File: src/rtl/scs8hd_arb_pkg.sv
// Shared types for the scs8hd four-client round-robin arbiter.
package scs8hd_arb_pkg;
  localparam int NREQ = 4;

  typedef logic [1:0] req_idx_t;
  typedef logic [7:0] hold_cnt_t;

  typedef enum logic {ST_IDLE, ST_GRANT} arb_state_e;
endpackage

File: src/rtl/scs8hd_rr_pick4.sv
// Rotating priority picker: first candidate at or after start_i, wrapping modulo 4.
module scs8hd_rr_pick4
  import scs8hd_arb_pkg::*;
(
  input  logic [NREQ-1:0] req_i,
  input  req_idx_t        start_i,
  input  logic [NREQ-1:0] excl_i,
  output logic            vld_o,
  output req_idx_t        win_o
);

  logic [NREQ-1:0] cand;
  req_idx_t        idx;
  logic            found;

  always_comb begin
    cand  = req_i & ~excl_i;
    found = 1'b0;
    win_o = '0;
    idx   = '0;
    for (int k = 0; k < NREQ; k++) begin
      idx = start_i + req_idx_t'(k);
      if (!found && cand[idx]) begin
        found = 1'b1;
        win_o = idx;
      end
    end
    vld_o = found;
  end

endmodule

File: src/rtl/scs8hd_rrarb4b.sv
// Four-requester round-robin arbiter with registered one-hot grants (DN is active-low).
// Optional hold-limit preemption is enabled by defining SCS8HD_ARB_HOLD_LIMIT_EN.
module scs8hd_rrarb4b
  import scs8hd_arb_pkg::*;
#(
  parameter int HOLD_MAX = 8
) (
  input  logic       CLK,
  input  logic       RESET,
  input  logic       A,
  input  logic       B,
  input  logic       C,
  input  logic       DN,
  output logic       X,
  output logic       GA,
  output logic       GB,
  output logic       GC,
  output logic       GD,
  output logic [1:0] GNT_ID,
  output logic       BUSY
);

  if (HOLD_MAX < 2 || HOLD_MAX > 255) begin : g_bad_hold_max
    $error("HOLD_MAX must be in 2..255");
  end

  logic [NREQ-1:0] req;
  arb_state_e      state_q, state_d;
  req_idx_t        ptr_q, ptr_d;
  req_idx_t        id_q, id_d;
  logic [NREQ-1:0] gnt_q, gnt_d;
  logic            busy_q;
  logic            pick_vld;
  req_idx_t        pick_win;
  req_idx_t        pick_start;
  logic [NREQ-1:0] pick_excl;
  logic            rotate;

  assign req = {~DN, C, B, A};
  assign X   = |req;

  // While granting, the same picker serves the handover scan starting after the owner.
  assign pick_start = (state_q == ST_GRANT) ? id_q + 2'd1 : ptr_q;
  assign pick_excl  = (state_q == ST_GRANT) ? gnt_q : '0;

  scs8hd_rr_pick4 u_pick (
    .req_i   (req),
    .start_i (pick_start),
    .excl_i  (pick_excl),
    .vld_o   (pick_vld),
    .win_o   (pick_win)
  );

`ifdef SCS8HD_ARB_HOLD_LIMIT_EN
  hold_cnt_t cnt_q, cnt_d;
  logic      hold_sat;

  assign hold_sat = (cnt_q == hold_cnt_t'(HOLD_MAX - 1));
`endif

  always_comb begin
    state_d = state_q;
    ptr_d   = ptr_q;
    gnt_d   = gnt_q;
    id_d    = id_q;
    rotate  = 1'b0;
`ifdef SCS8HD_ARB_HOLD_LIMIT_EN
    cnt_d   = cnt_q;
`endif
    case (state_q)
      ST_IDLE: begin
        if (pick_vld) begin
          state_d = ST_GRANT;
          gnt_d   = 4'b0001 << pick_win;
          id_d    = pick_win;
`ifdef SCS8HD_ARB_HOLD_LIMIT_EN
          cnt_d   = '0;
`endif
        end
      end
      ST_GRANT: begin
        rotate = ~req[id_q];
`ifdef SCS8HD_ARB_HOLD_LIMIT_EN
        rotate = rotate | (hold_sat & pick_vld);
        if (!rotate) cnt_d = hold_sat ? cnt_q : cnt_q + 8'd1;
`endif
        if (rotate) begin
          ptr_d = id_q + 2'd1;
          if (pick_vld) begin
            gnt_d = 4'b0001 << pick_win;
            id_d  = pick_win;
          end else begin
            gnt_d   = '0;
            id_d    = '0;
            state_d = ST_IDLE;
          end
`ifdef SCS8HD_ARB_HOLD_LIMIT_EN
          cnt_d = '0;
`endif
        end
      end
      default: state_d = ST_IDLE;
    endcase
  end

  always_ff @(posedge CLK) begin
    if (RESET) begin
      state_q <= ST_IDLE;
      ptr_q   <= '0;
      id_q    <= '0;
      gnt_q   <= '0;
      busy_q  <= 1'b0;
`ifdef SCS8HD_ARB_HOLD_LIMIT_EN
      cnt_q   <= '0;
`endif
    end else begin
      state_q <= state_d;
      ptr_q   <= ptr_d;
      id_q    <= id_d;
      gnt_q   <= gnt_d;
      busy_q  <= |gnt_d;
`ifdef SCS8HD_ARB_HOLD_LIMIT_EN
      cnt_q   <= cnt_d;
`endif
    end
  end

  assign GA     = gnt_q[0];
  assign GB     = gnt_q[1];
  assign GC     = gnt_q[2];
  assign GD     = gnt_q[3];
  assign GNT_ID = id_q;
  assign BUSY   = busy_q;

endmodule

File: config.mk
export PLATFORM = sky130hd
export DESIGN_NAME = scs8hd_rrarb4b
export DESIGN_NICKNAME = d
export VERILOG_FILES = /design/src/rtl/scs8hd_arb_pkg.sv /design/src/rtl/scs8hd_rr_pick4.sv /design/src/rtl/scs8hd_rrarb4b.sv
export SDC_FILE = /design/constraint.sdc
export NUM_CORES = 1
export LEC_CHECK = 0
export ABC_AREA = 1
export CAP_MARGIN = 10
export CORE_ASPECT_RATIO = 0.8
export CORE_UTILIZATION = 50
export CTS_CLUSTER_DIAMETER = 100
export DETAILED_ROUTE_END_ITERATION = 10
export MAX_ROUTING_LAYER = met4
export PLACE_DENSITY = 0.75
export SLEW_MARGIN = 15
export SYNTH_ARGS = -nofsm -noshare
export SYNTH_HDL_FRONTEND = slang
export SYNTH_SLANG_ARGS = --single-unit
File: constraint.sdc
create_clock -name CLK -period 5.4 [get_ports CLK]
set_input_delay 1.08 -clock CLK [delete_from_list [all_inputs] [get_ports CLK]]
set_output_delay 1.08 -clock CLK [all_outputs]
set_load 0.05 [all_outputs]
==> flow_summary.json <==
{
  "die_width_um": 49.4,
  "power_density_nw_per_um2": 704,
  "avgSynthCellArea_um2": 5.87,
  "worst_path_most_repeated_cell": "clkdlybuf4s50_1",
  "fmax_mhz": 277,
  "worst_setup_path_end_kind": "output port",
  "clock-skew-final_ps": 2.50,
  "use_met3_pct": 7.36,
  "clock_insertion_delay_worst_skew_ps": 270,
  "wp_data_arrival_ps": 2530,
  "synth_area_um2": 898,
  "via_per_inst": 5.30,
  "dr.pass1.iters": 4,
  "unrepaired_setup_endpoints_after_global_routing": "false",
  "die_height_um": 39.9,
  "hold_violations": 0,
  "netlist_instances": 153,
  "crit_start": "C",
  "cts_setup_buffers": 0,
  "seqCellArea_um2": 200,
  "portBuffers": 13,
  "dp.final_hpwl_um": 1690,
  "critical_path_class": "input pin to output port",
  "cts_sinks": 10,
  "grt_max_degree": 14,
  "globalRouteTotalUtil_pct": 24.5,
  "minimum_clock_period_ps": 3610,
  "area_of_the_multi_input_gates_um2": 586,
  "path_cells": "clkdlybuf4s50_1 -> inv_1 -> nand4_1 -> clkdlybuf4s50_1",
  "setup_ws_pre_cts_ps": 1800,
  "synthesized_flop_and_latch_total": 10,
  "io-pin-count": 14,
  "worst_path_max_delay_cell": "clkdlybuf4s50_1",
  "wire_length_of_the_first_global_routing_pass_um": 3440,
  "critical_path_required_ps": 4320,
  "wl_per_cell_um": 11.4,
  "ys_types": 23,
  "core_um2": 1660,
  "critPathLaunchType": "input pin",
  "synth_warnings": 0,
  "status": "finished, final reports clean",
  "cts_resized": 0,
  "busiest_layer": "met2",
  "die-area_um2": 1970,
  "finalWirelength_um": 2150,
  "leakage_nw": 0.542,
  "fin_tns_setup_ps": 0,
  "proportion_of_layout_cells_with_a_drive_suffix_above_1_pct": 15.0,
  "drv_slew": 0,
  "ctsHoldBuffers": 0,
  "yosys.area.top_type": "nand2_1",
  "timing.critical_path.fanout_max": 3,
  "cts_tree": "built",
  "global_route_met2_usage_pct": 44.9,
  "gp_congestion": 0.810,
  "final_critical_path_setup_slack_ps": 1790,
  "synth-seq-area-share_pct": 22.3,
  "floorplan.initialDensity_pct": 54.1,
  "number_of_nets_produced_by_synthesis": 159,
  "fin_crit_sh_pct": 66.8,
  "reg_to_reg_critical_path_startpoint": "state_q",
  "layout.filler_cells": 166,
  "area_growth_syn_to_layout_pct": 18.7,
  "hold_path.startpoint": "ptr_q[1]",
  "ff2ff_setup_slack_ps": 3000,
  "tightestPinTransition_ps": 579,
  "timing.max_slew.rel_slack_pct": 61.3,
  "fp-row-count": 13,
  "antenna_found_initial": 0,
  "grt.met1_usage_pct": 27.3,
  "timing.max_cap.violations": 0,
  "first_iter_violations": 51,
  "ir_drop_v": 0.000381,
  "setup_viol": 0,
  "nNetsFinal": 174,
  "route.vias.total": 1001,
  "detail-route-antenna-nets": 0,
  "cts.htree.levels": 1,
  "cts.path.max_buffers": 2,
  "final_util_pct": 64.3,
  "diodes": 0,
  "cts.clk_slew.worst_paths_ps": 70,
  "yosys.area.top_type_share_pct": 25.5,
  "remaining_drc_errors": 0,
  "cts-buffers-inserted": 3,
  "grt_overflow_total": 0,
  "critical_path.max_stage_delay_ps": 810,
  "cts_root_buf": "clkbuf_4",
  "worstHoldPathType": "flop to flop",
  "ys_top_cells_by_area": "nand2_1 25%, dfxtp_1 22%, nand3_1 9.5%",
  "first_global_vias": 851
}
==> Yosys cell counts, drive strengths merged <==
cell type	instances
nand4	3
nand2	69
inv	22
o21ai	9
clkinv	1
nand3	19
dfxtp	10
a21oi	9
and2	1
buf	3
a211oi	1
nor2	6
==> registers in the layout (all words and copies together), names as in the netlist <==
register,cells
state_q,1
gnt_q,4
ptr_q,2
BUSY,1
GNT_ID,2
==> per-stage QoR <==
stage	instances	hold WS, ps	power, mW	cell area, um2
after floorplan	153	451	0.571	898
after global placement	185	467	0.668	1030
after detailed placement	185	474	0.674	1030
after CTS	189	486	0.748	1070
after global routing	189	507	0.817	1070
final	189	485	0.750	1070
==> layout by cell type, fill, tap and decap left out <==
cell type / instances
o21ai_1: 4
nand2_1: 61
inv_2: 5
nand3_1: 17
nand3_2: 2
o21ai_4: 1
and2_4: 1
clkbuf_4: 3
nand4_1: 2
clkbuf_8: 1
nand4_4: 1
nor2_2: 2
dfxtp_1: 10
inv_1: 17
a21oi_1: 9
nor2_1: 4
a211oi_1: 1
clkinv_1: 1
o21ai_0: 3
clkdlybuf4s50_1: 13
nand2_8: 1
nand2_2: 6
nand2_4: 1
o21ai_2: 1
==> power breakdown <==
group / internal (mW) / leakage [nW] / total, mW / switching, mW
logic: 0.178 / 0.438 / 0.545 / 0.367
registers: 0.103 / 0.0826 / 0.135 / 0.0323
clock network: 0.0410 / 0.0210 / 0.0697 / 0.0287
==> final cells by class <==
| cell class | instances | share of cell area (%) |
|---|---|---|
| Multi-Input combinational cell | 117 | 54.9 |
| Sequential cell | 10 | 18.8 |
| Timing Repair Buffer | 13 | 12.2 |
| Inverter | 23 | 8.10 |
| Clock buffer | 4 | 3.40 |
| Tap cell | 22 | 2.58 |
==> per-layer routing <==
metal / part of all wire, % / wire, um / up-vias
met5: 0 / 0 / -
met4: 1.3 / 27 / 0
met3: 4.9 / 105 / 4
met2: 46 / 996 / 29
met1: 47 / 1020 / 457
li1: - / - / 511
==> cells by family after synthesis <==
kind of cell	Yosys count	synth area share, %
buf+inv	26	12.5
compound gates	19	12.5
simple gates	98	52.6
flops	10	22.3
==> worst max-delay path, delay by kind of cell <==
kind | cells | cell delay, ps
simple gates | 1 | 90
buf+inv | 3 | 1360
==> path summary, 6_finish.rpt <==
check | endpoint | depth (start not counted)
worst min register to register | ptr_q[1] | 2
worst min-delay path | ptr_q[1] | 2
worst max register to register | BUSY | 15
worst max-delay path | X | 4
No activity file was read; power rests on OpenSTA's default activity.
